## config.mk

```make
export PLATFORM = sky130hd
export DESIGN_NAME = led_shift_tx
export DESIGN_NICKNAME = d
export VERILOG_FILES = /design/src/rtl/led_shift_tx.sv
export SDC_FILE = /design/constraint.sdc
export NUM_CORES = 1
export LEC_CHECK = 0
export ABC_AREA = 1
export BUFFER_PORTS_ARGS = -buffer_cell sky130_fd_sc_hd__buf_4
export CORE_MARGIN = 10
export CORE_UTILIZATION = 49
export DETAILED_ROUTE_END_ITERATION = 8
export PLACE_DENSITY = 0.84
export SETUP_SLACK_MARGIN = 0.1
export SLEW_MARGIN = 20
export SYNTH_ARGS = -nofsm -noshare
export SYNTH_HDL_FRONTEND = slang
export SYNTH_SLANG_ARGS = --single-unit
```

## constraint.sdc

```tcl
create_clock -name clk -period 1.3 [get_ports clk]
set_input_delay 0.065 -clock clk [delete_from_list [all_inputs] [get_ports clk]]
set_output_delay 0.065 -clock clk [all_outputs]
set_load 0.05 [all_outputs]
```

## src/rtl/led_shift_tx.sv

```systemverilog
// Serial transmitter for a 74HC595-style LED chain: shifts a parallel pattern out MSB first, then latches it.
// Latency: busy = 2*CLK_DIV*WIDTH + CLK_DIV cycles from the cycle after load; done pulses in the first idle cycle.
// Backpressure: load is accepted only while idle (busy=0); requests during a frame are dropped, never queued.
module led_shift_tx #(
   parameter int WIDTH   = 8,
   parameter int CLK_DIV = 4
) (
   input  logic             clk,
   input  logic             rst,
   input  logic [WIDTH-1:0] led_data,
   input  logic             load,
   output logic             busy,
   output logic             done,
   output logic             ser_clk,
   output logic             ser_data,
   output logic             ser_latch
);

   // Counter widths are sized so neither counter can wrap within a frame.
   localparam int PW = $clog2(CLK_DIV + 1);
   localparam int BW = $clog2(WIDTH + 1);

   localparam logic [PW-1:0] PH_LAST   = PW'(CLK_DIV - 1);
   localparam logic [BW-1:0] BIT_FIRST = BW'(WIDTH - 1);

   typedef enum logic [1:0] {
      IDLE     = 2'd0,
      SHIFT_LO = 2'd1,
      SHIFT_HI = 2'd2,
      LATCH    = 2'd3
   } state_t;

   state_t           state;
   logic [PW-1:0]    phase;
   logic [BW-1:0]    bit_cnt;
   logic [WIDTH-1:0] shreg;
   logic [WIDTH-1:0] shreg_next;
   logic             phase_end;

   // Next shift-register contents; the new MSB is driven onto ser_data
   // in the same edge that enters SHIFT_LO, so data is stable for the whole
   // low phase and the chain sees it settled at the ser_clk rise.
   assign shreg_next = shreg << 1;

   // Every timed state lasts exactly CLK_DIV cycles.
   assign phase_end = (phase == PH_LAST);

   // Frame sequencer: state, counters and all registered outputs.
   always_ff @(posedge clk or posedge rst) begin
      if (rst) begin
         state     <= IDLE;
         phase     <= '0;
         bit_cnt   <= '0;
         shreg     <= '0;
         busy      <= 1'b0;
         done      <= 1'b0;
         ser_clk   <= 1'b0;
         ser_data  <= 1'b0;
         ser_latch <= 1'b0;
      end else begin
         // done is a single-cycle strobe unless LATCH finishes this edge.
         done <= 1'b0;

         case (state)
            IDLE: begin
               ser_clk   <= 1'b0;
               ser_latch <= 1'b0;
               ser_data  <= 1'b0;
               phase     <= '0;
               if (load) begin
                  // Pattern is captured once; later led_data changes cannot
                  // disturb the frame in flight.
                  shreg    <= led_data;
                  bit_cnt  <= BIT_FIRST;
                  ser_data <= led_data[WIDTH-1];
                  busy     <= 1'b1;
                  state    <= SHIFT_LO;
               end
            end

            SHIFT_LO: begin
               if (phase_end) begin
                  phase   <= '0;
                  ser_clk <= 1'b1;
                  state   <= SHIFT_HI;
               end else begin
                  phase <= phase + PW'(1);
               end
            end

            SHIFT_HI: begin
               if (phase_end) begin
                  phase   <= '0;
                  ser_clk <= 1'b0;
                  if (bit_cnt == '0) begin
                     // Last bit clocked in: drop data and raise the latch.
                     ser_data  <= 1'b0;
                     ser_latch <= 1'b1;
                     state     <= LATCH;
                  end else begin
                     bit_cnt  <= bit_cnt - BW'(1);
                     shreg    <= shreg_next;
                     ser_data <= shreg_next[WIDTH-1];
                     state    <= SHIFT_LO;
                  end
               end else begin
                  phase <= phase + PW'(1);
               end
            end

            LATCH: begin
               if (phase_end) begin
                  phase     <= '0;
                  ser_latch <= 1'b0;
                  busy      <= 1'b0;
                  done      <= 1'b1;
                  state     <= IDLE;
               end else begin
                  phase <= phase + PW'(1);
               end
            end

            default: begin
               state <= IDLE;
            end
         endcase
      end
   end

endmodule

```

==> flow_metrics.env, run 1 <==
export IMPL_status="complete, but fails checks"
export IMPL_violations="negative hold slack"
export IMPL_switchingPower_uw=2150
export IMPL_first_iter_violations=70
export IMPL_setup_violations=0
export IMPL_post_place_cells=187
export IMPL_top_layer="met4"
export IMPL_cts_htree_levels=1
export IMPL_min_delay_path_class="primary input to register"
export IMPL_yosys_area_share_simple=0.378
export IMPL_grt_usage=0.127
export IMPL_setup_worst_path_end_class="register"
export IMPL_synth_compound_area_share=0.0282
export IMPL_clk_latency_ns=0.33
export IMPL_antenna_found_initial=0
export IMPL_wl_per_cell_um=16.1
export IMPL_switching_share=0.507
export IMPL_fin_crit_sh=0.986
export IMPL_syn_to_final_growth_pct=41.1
export IMPL_synthMuxAreaShare=0
export IMPL_wl_met3_um=231
export IMPL_cp_required_ns=1.52
export IMPL_final_nets=190
export IMPL_slew_headroom=0.820
export IMPL_syn_area_per_cell_um2=7.54
export IMPL_cp_max_fo=5
export IMPL_routed_via_density=5.37
export IMPL_cp_start_kind="register"
export IMPL_grt_overflow_total=0
export IMPL_setup_tns_ns=0
export IMPL_layout_drive_gt1_share=0.415
export IMPL_worst_pin_slew_ns=0.270
export IMPL_synth_cell_type_count=15
export IMPL_fmax_ghz=0.780
export IMPL_gp_congestion=0.859
export IMPL_synth_nets=154
export IMPL_arrival_ns=1.50
export IMPL_port_buffers=15
export IMPL_cts_tree="done"
export IMPL_cts_num_sinks=21
export IMPL_wl_met1_mm=1.27
export IMPL_synth_xor_xnor_area_share=0.00824
export IMPL_grt_pass1_vias=1021
export IMPL_power_share_clock=0.079
export IMPL_grt_max_degree=22
export IMPL_grt_pass1_wl_mm=4.40
export IMPL_period_needed_ns=1.28
export IMPL_fp_dieH_um=66.6
export IMPL_numCtsBuffers=3
export IMPL_power_frac_comb=0.636
export IMPL_synth_top_family_by_area="simple AND/OR/NAND/NOR gates"
export IMPL_criticalPathCategory="register to register"
export IMPL_intPower_uw=2090
export IMPL_firstDrtPassIters=4
export IMPL_slew_viol_final=0
export IMPL_fin_worst_skew_ns=0.00409
export IMPL_finalNonFillerCells=203
export IMPL_netlist_instances=141
export IMPL_yosys_warnings=0
export IMPL_rows=16
export IMPL_cts_root_buf="clkbuf_4"
export IMPL_power_static_leakage_uw=0.000799
export IMPL_n_antenna_cell=0
export IMPL_start_util=0.526
export IMPL_clock_tree_buffer_depth=2
export IMPL_timing_hold_ws_ns=-0.00457
export IMPL_cts_clk_slew_worst_paths_ns=0.12
export IMPL_met2_length_mm=1.63
export IMPL_design_die_area_um2=4430
export IMPL_worst_slack_ns=0.0179
export IMPL_wl_mm=3.27
export IMPL_pre_cts_slack_ns=0.0357
export IMPL_synth_seq_cells=21
export IMPL_maxCapViolCount=0
export IMPL_ant_nets=0
export IMPL_hpwl_mm=1.59
export IMPL_p_seq_frac=0.285
export IMPL_synth_fa_ha_area_frac=0.0235
export IMPL_ios=16
export IMPL_vias=1090
export IMPL_die_x_um=66.6
export IMPL_syn_area_um2=1060
export IMPL_drc=0
export IMPL_rsz0062_at_grt="yes"
export IMPL_p_per_area_nw_per_um2=2820
export IMPL_ir_drop_uv=1950
export IMPL_core_area_um2=2020
export IMPL_synth_seq_area_share=0.494
export IMPL_finalHoldViolCount=1
-- final timing paths --
kind                       slack [ns]  startpoint  depth (start not counted)    endpoint
min                            -0.005        load                          3    shreg[0]
max reg2reg                      0.02    state[1]                          6  bit_cnt[0]
max                              0.02    state[1]                          6  bit_cnt[0]
min reg2reg                      0.49    shreg[1]                          2    shreg[1]
max in group asynchronous        0.76         rst                          4    state[0]
min in group asynchronous        0.30         rst                          4    shreg[2]
-- synthesized netlist by cell type --
master | n | share of area
buf_6 | 2 | 0.021
nand2_1 | 73 | 0.26
a21oi_1 | 1 | 0.0047
nand2_2 | 4 | 0.024
inv_1 | 9 | 0.032
o21ai_0 | 5 | 0.024
nor3_1 | 1 | 0.0047
buf_2 | 1 | 0.0047
xnor2_1 | 1 | 0.0082
dfrtp_1 | 21 | 0.49
nand3_1 | 6 | 0.028
nor2_1 | 9 | 0.032
ha_1 | 2 | 0.024
nor2_4 | 3 | 0.032
inv_2 | 3 | 0.011
-- worst max-delay path: stages (launching register included) --
cell     delay (ns)
dfrtp_2        0.47
inv_4          0.07
nor2_4         0.18
buf_2          0.21
nand2_1        0.09
nand2_1        0.08
nand2_1        0.08
-- power groups by stage --
stage               Clock (uW)  Sequential (uW)  Combinational, uW
floorplan                    0             1260               1230
global placement             0             1140               1690
detailed placement           0             1160               1750
CTS                        324             1130               2030
global route               370             1230               2920
finish                     335             1210               2700
-- routing by layer --
metal / vias to the layer above / track usage
li1: 499 / -
met1: 514 / 0.135
met2: 63 / 0.207
met3: 14 / 0.0518
met4: 0 / 0.0733
met5: - / 0
-- sequential cells by signal, indices dropped and copies added (netlist names) --
register,cells
bit_cnt,4
busy,1
done,1
phase,3
ser_clk,1
ser_data,1
ser_latch,1
shreg,7
state,2
-- final cells by class --
cell class                 instances  area [um2]
clock inverter                     1        5.00
fill                             127         522
timing repair buffer              32         250
sequential                        21         528
tap                               27        33.8
multi-input combinational        107         611
inverter                          12        50.0
clock buffer                       3        22.5
-- per-stage QoR --
step | instance area (um2) | utilization | total power (uW)
after global placement | 1240 | 0.613 | 2830
after floorplan | 1070 | - | 2490
final | 1500 | 0.742 | 4240
after global routing | 1500 | 0.742 | 4530
after CTS | 1350 | 0.670 | 3490
after detailed placement | 1240 | 0.613 | 2910
-- logic make-up after synthesis --
kind of cell	after synthesis
simple gates	96
flops	21
buf+inv	15
compound gates	6
fa+ha+maj	2
xor+xnor	1
-- what timing repair did --
| action | 4_1_cts | 5_1_grt |
|---|---|---|
| hold buffers | 2 | 0 |
| pin swaps | 9 | 17 |
| setup endpoints to repair | 12 | 16 |
| hold endpoints to repair | 22 | 0 |
| setup buffers | 4 | 3 |
| gates resized for setup | 7 | 38 |
| gates cloned | 2 | 1 |
-- placed cells by master (no fill, tap or decap), types with 5 or more instances in the layout --
cell / count
nand2_4: 10
nand2_2: 10
nor2_1: 5
inv_1: 6
nand3_1: 5
buf_4: 27
nand2_1: 58
dfrtp_1: 19
No activity file was read; power rests on OpenSTA's default activity.
==> inputs of run 2 (changes only) <==
Settings changed: CELL_PAD_IN_SITES_DETAIL_PLACEMENT set to 0, CELL_PAD_IN_SITES_GLOBAL_PLACEMENT set to 1, CORE_UTILIZATION 49 to 36.
==> run 2 against run 1 <==
Compared with the run above: the run now ends clean; via count down 12%; clock skew about the same; sequential share of layout area is 0.54 points higher; clock power decreased by 4%; cell area shrank 1.5%; non-clock buffer count shrank 4; first-iteration DRC count shrank 74%; clock-buffer cell count is 1 higher; fmax rose by 7.0%; register-to-register slack better by 0.08 ns; routed wire length is 20% lower; flip-flop and latch count stayed put.
==> flow_metrics.env, run 2 (synthesized netlist as in run 1, its figures left out) <==
export IMPL_cp_start_kind="register"
export IMPL_grt_max_degree=22
export IMPL_fp_dieH_um=74.4
export IMPL_setup_violations=0
export IMPL_grt_pass1_vias=1000
export IMPL_fin_worst_skew_ns=0.00363
export IMPL_hpwl_mm=1.66
export IMPL_worst_slack_ns=0.102
export IMPL_setup_tns_ns=0
export IMPL_cts_tree="done"
export IMPL_die_x_um=74.4
export IMPL_critical_path_cell_chain="inv_4, nor2_4, nand2_2, nand2_4, inv_6, nand2_8, nand2_1, nand2_1"
export IMPL_grt_pass1_wl_mm=4.39
export IMPL_rows=19
export IMPL_gp_congestion=0.740
export IMPL_crit_buf_inv=2
export IMPL_fin_crit_sh=0.922
export IMPL_design_die_area_um2=5530
export IMPL_n_antenna_cell=0
export IMPL_setup_worst_path_end_class="register"
export IMPL_numCtsBuffers=3
export IMPL_syn_to_final_growth_pct=38.9
export IMPL_rsz0062_at_grt="yes"
export IMPL_ir_drop_uv=1540
export IMPL_wl_per_cell_um=12.9
export IMPL_criticalPathCategory="register to register"
export IMPL_grt_overflow_total=0
export IMPL_pre_cts_slack_ns=0.0328
export IMPL_core_area_um2=2780
export IMPL_slew_headroom=0.822
export IMPL_grt_usage=0.0992
export IMPL_wl_mm=2.62
export IMPL_final_nets=186
export IMPL_register_area_um2=528
export IMPL_first_iter_violations=18
export IMPL_largest_reg_flops=7
export IMPL_cts_clk_slew_worst_paths_ns=0.12
export IMPL_cpMostUsedCell="nand2_1"
export IMPL_layout_drive_gt1_share=0.390
export IMPL_slowest_delay_ns=0.47
export IMPL_fillCellCount=269
export IMPL_top_regs="shreg: 7 flops, bit_cnt: 4 flops, phase: 3 flops"
export IMPL_ios=16
export IMPL_status="finished clean"
export IMPL_drc=0
export IMPL_maxCapViolCount=0
export IMPL_ant_nets=0
export IMPL_finalHoldViolCount=0
export IMPL_start_util=0.382
export IMPL_antenna_found_initial=0
export IMPL_clock_tree_buffer_depth=2
export IMPL_cts_num_sinks=21
export IMPL_p_per_area_nw_per_um2=2720
export IMPL_cpLargestDelayFamily="simple AND/OR/NAND/NOR gates"
export IMPL_timing_hold_ws_ns=0.00547
export IMPL_clk_latency_ns=0.30
export IMPL_slew_viol_final=0
export IMPL_cp_max_fo=6
export IMPL_cts_root_buf="clkbuf_4"
export IMPL_worst_pin_slew_ns=0.267
export IMPL_cp_required_ns=1.56
export IMPL_arrival_ns=1.45
export IMPL_firstDrtPassIters=4
export IMPL_fmax_ghz=0.835
export IMPL_cts_htree_levels=1
export IMPL_period_needed_ns=1.20
export IMPL_finalPower_uw=4020
export IMPL_routed_via_density=4.71
export IMPL_port_buffers=15
export IMPL_cp_slowest_cell="dfrtp_2"
export IMPL_largest_register="shreg"
export IMPL_multiInputGateArea_um2=613
export IMPL_min_delay_path_class="primary input to register"
export IMPL_power_static_leakage_uw=0.000769
export IMPL_mostFrequentLayoutCells="55 x nand2_1, 25 x buf_4, 19 x dfrtp_1, 17 x nand2_2, 8 x nor2_1"
export IMPL_layout_commonest_cell="nand2_1"
export IMPL_vias=957
[run 2: cell types whose count changed in the layout (fill, tap and decap cells not counted), moves of 2 or more]
| cell | before | now |
|---|---|---|
| nor2_2 | 4 | 0 |
| nand2_1 | 58 | 55 |
| nand2_8 | 0 | 2 |
| buf_4 | 27 | 25 |
| nand2_2 | 10 | 17 |
| nor2_1 | 5 | 8 |
| nand2_4 | 10 | 4 |
[run 2: path summary, 6_finish.rpt]
kind / startpoint / to / slack (ns) / cells after the start
max in group asynchronous: rst / state[0] / 0.72 / 4
worst min-delay path: load / shreg[0] / 0.005 / 3
worst max register to register: state[1] / bit_cnt[1] / 0.10 / 8
min in group asynchronous: rst / phase[1] / 0.35 / 4
worst max-delay path: state[1] / bit_cnt[1] / 0.10 / 8
worst min register to register: shreg[1] / shreg[1] / 0.50 / 2
[run 2: metal layers]
layer	vias up	part of all wire	track usage
met4	0	0.021	0.0569
met5	-	0	0
met2	13	0.51	0.167
li1	494	-	-
met1	444	0.43	0.115
met3	6	0.032	0.0199
[run 2: stage by stage]
| step | instance area (um2) | util | instances |
|---|---|---|---|
| 2_1_floorplan | 1070 | - | 141 |
| 3_3_place_gp | 1260 | 0.453 | 193 |
| 3_5_place_dp | 1260 | 0.453 | 193 |
| 4_1_cts | 1380 | 0.495 | 202 |
| 5_1_grt | 1480 | 0.531 | 203 |
| 6_report | 1480 | 0.531 | 203 |
[run 2: area by class of cell]
cell class              instances  area share
well taps                      31      0.0262
flip-flops and latches         21       0.357
inverters                      12      0.0356
clock buffers                   4      0.0178
multi-input cells             107       0.415
repair buffers                 28       0.148
[run 2: tightest hold or removal path, stage by stage]
cell and delay, ns:
buf_4 0.09, nand3_1 0.07, nand2_1 0.06
[run 2: what timing repair did]
| item | CTS | global route |
|---|---|---|
| cloned | 2 | 0 |
| setup endpoints to repair | 14 | 15 |
| hold buffers | 2 | 0 |
| hold endpoints to repair | 22 | 0 |
| gates resized for setup | 16 | 26 |
| pin swaps | 7 | 13 |
| setup buffers | 1 | 1 |
[run 2: where the power goes]
group	switching, uW	total [uW]	internal [uW]
registers	253	1200	948
logic	1540	2490	953
clock network	203	322	120
total	2000	4020	2020
==> inputs of run 3 (changes only) <==
Settings changed: ABC_AREA 1 to unset, CORE_UTILIZATION 36 to 39.
==> run 3 against run 2 <==
Compared with the run above: the run now ends with negative setup slack left; routed wire length rose by 8.2%; worst setup slack got worse by 0.39 ns; register-to-register slack got worse by 0.39 ns; global-route usage rose by 1.6 points; area after synthesis fell by 0.82%; cell area rose by 14%; power fell by 15%; clock-buffer cell count did not move; via count fell by 6.7%; critical path type unchanged; largest cell class unchanged; highest routed layer unchanged.
==> flow_metrics.env, run 3 <==
export IMPL_yosys_warnings=0
export IMPL_final_nets=157
export IMPL_cts_num_sinks=21
export IMPL_setup_worst_path_end_class="register"
export IMPL_netlist_instances=92
export IMPL_rsz0062_at_grt="yes"
export IMPL_violations="negative setup slack"
export IMPL_grt_pass1_wl_mm=4.80
export IMPL_timing_hold_ws_ns=0.117
export IMPL_clk_latency_ns=0.30
export IMPL_cts_root_buf="clkbuf_4"
export IMPL_maxCapViolCount=0
export IMPL_worst_pin_slew_ns=0.273
export IMPL_ant_nets=0
export IMPL_top_regs="shreg: 7 flops, bit_cnt: 4 flops, phase: 3 flops"
export IMPL_core_area_um2=2520
export IMPL_mostFrequentLayoutCells="37 x buf_4, 20 x dfrtp_1, 11 x buf_6, 9 x mux2_4, 6 x mux2_2"
export IMPL_numCtsBuffers=3
export IMPL_synth_seq_area_share=0.498
export IMPL_fp_dieH_um=72.0
export IMPL_slew_headroom=0.818
export IMPL_syn_to_final_growth_pct=59.9
export IMPL_cts_htree_levels=1
export IMPL_largest_reg_flops=7
export IMPL_wl_per_cell_um=16.4
export IMPL_design_die_area_um2=5180
export IMPL_synth_cell_type_count=29
export IMPL_ios=16
export IMPL_synth_top_cell_area_share=0.498
export IMPL_largest_register="shreg"
export IMPL_grt_overflow_total=0
export IMPL_rr_endpoint="shreg[1]"
export IMPL_cts_tree="done"
export IMPL_cp_required_ns=1.49
export IMPL_gp_congestion=0.822
export IMPL_firstDrtPassIters=4
export IMPL_vias=893
export IMPL_layout_commonest_cell="buf_4"
export IMPL_cp_start_kind="register"
export IMPL_final_util=0.669
export IMPL_ys_flop_type="dfrtp_1"
export IMPL_power_static_leakage_uw=0.000800
export IMPL_finalPower_uw=3400
export IMPL_period_needed_ns=1.58
export IMPL_cts_clk_slew_worst_paths_ns=0.11
export IMPL_syn_area_per_cell_um2=11.5
export IMPL_synth_largest_area_cell="dfrtp_1"
export IMPL_synth_edf_count=0
export IMPL_p_per_area_nw_per_um2=2010
export IMPL_drc=0
export IMPL_start_util=0.418
export IMPL_setup_violations=14
export IMPL_synth_nets=105
export IMPL_ir_drop_uv=1250
export IMPL_hold_start="led_data[4]"
export IMPL_r2r_setup_slack_ns=-0.28
export IMPL_startpoint="bit_cnt[1]"
export IMPL_layout_drive_gt1_share=0.636
export IMPL_grt_pass1_vias=1022
export IMPL_die_x_um=72.0
export IMPL_clock_tree_buffer_depth=2
export IMPL_synth_most_common_cell="dfrtp_1"
export IMPL_synth_commonest_cells="21 x dfrtp_1, 15 x mux2_2, 7 x nand2_1, 7 x o21ai_0, 5 x a21oi_1"
export IMPL_worst_slack_ns=-0.285
export IMPL_hpwl_mm=1.77
export IMPL_fin_worst_skew_ns=0.00304
export IMPL_yosys_top_cells_area="dfrtp_1 50%, mux2_2 16%, o21ai_0 3.3%"
export IMPL_min_delay_path_class="primary input to register"
export IMPL_routed_via_density=5.16
export IMPL_syn_area_um2=1050
export IMPL_grt_usage=0.115
export IMPL_first_iter_violations=38
export IMPL_cp_max_fo=8
export IMPL_synth_seq_cells=21
export IMPL_async_flop_share=1.00
export IMPL_reg2reg_depth=6
export IMPL_n_antenna_cell=0
export IMPL_criticalPathCategory="register to register"
export IMPL_fmax_ghz=0.631
export IMPL_grt_max_degree=22
export IMPL_arrival_ns=1.78
export IMPL_fin_crit_sh=1.22
export IMPL_setup_worst_path_end="shreg[1]"
export IMPL_status="complete, but fails checks"
export IMPL_r2r_start="bit_cnt[1]"
export IMPL_antenna_found_initial=0
export IMPL_port_buffers=15
export IMPL_finalHoldViolCount=0
export IMPL_slew_viol_final=0
export IMPL_rows=18
export IMPL_pre_cts_slack_ns=-0.488
export IMPL_wl_mm=2.84
==> run 3: power breakdown <==
group / leakage (uW) / internal (uW) / switching, uW / total, uW
Clock: 0.0000150 / 120 / 190 / 310
Sequential: 0.000250 / 907 / 192 / 1100
Combinational: 0.000536 / 1100 / 891 / 1990
==> run 3: area by class of cell <==
class / instances / area [um2]
well taps: 30 / 37.5
fillers: 197 / 836
inverters: 5 / 18.8
flip-flops and latches: 21 / 527
repair buffers: 50 / 422
multi-input cells: 63 / 656
clock buffers: 4 / 26.3
==> run 3: per-layer routing <==
layer | vias up | GRT usage | share of wire
met3 | 8 | 0.0367 | 0.057
met4 | 0 | 0.0688 | 0.032
met1 | 424 | 0.126 | 0.42
li1 | 432 | - | -
met5 | - | 0 | 0
met2 | 29 | 0.191 | 0.49
==> run 3: cells by family after synthesis <==
kind of cell / after synthesis / synth area share
simple gates: 27 / 0.158
flops: 21 / 0.498
compound gates: 18 / 0.121
mux: 16 / 0.170
buf+inv: 8 / 0.0296
fa+ha+maj: 2 / 0.0237
==> run 3: worst max-delay path: stages, from the launching register on <==
cell	delay, ns
dfrtp_1	0.37
inv_1	0.05
ha_2	0.16
nor3b_4	0.16
o41ai_4	0.21
buf_6	0.21
mux2_4	0.31
==> run 3: how the worst min path moves through the flow <==
stage / slack [ns] / to / cells after the start
after floorplan: 0.04 / bit_cnt[0] / 1
after global placement: 0.11 / shreg[2] / 3
after detailed placement: 0.12 / shreg[2] / 3
after CTS: 0.11 / shreg[4] / 3
after global routing: 0.09 / shreg[6] / 3
final: 0.12 / shreg[4] / 3
==> run 3: repair_timing <==
action / in CTS / in global routing
gates resized for setup: 30 / 17
setup endpoints to repair: 16 / 21
buffers inserted: 12 / 0
hold buffers: 2 / 0
hold endpoints to repair: 22 / 0
pin swaps: 7 / 5
==> run 3: stage by stage <==
step / area (um2) / setup TNS, ns / std cells
floorplan: 1100 / -3.04 / 92
global placement: 1390 / -3.83 / 156
detailed placement: 1390 / -4.33 / 156
CTS: 1620 / -3.75 / 173
global route: 1690 / -4.50 / 173
finish: 1690 / -3.18 / 173
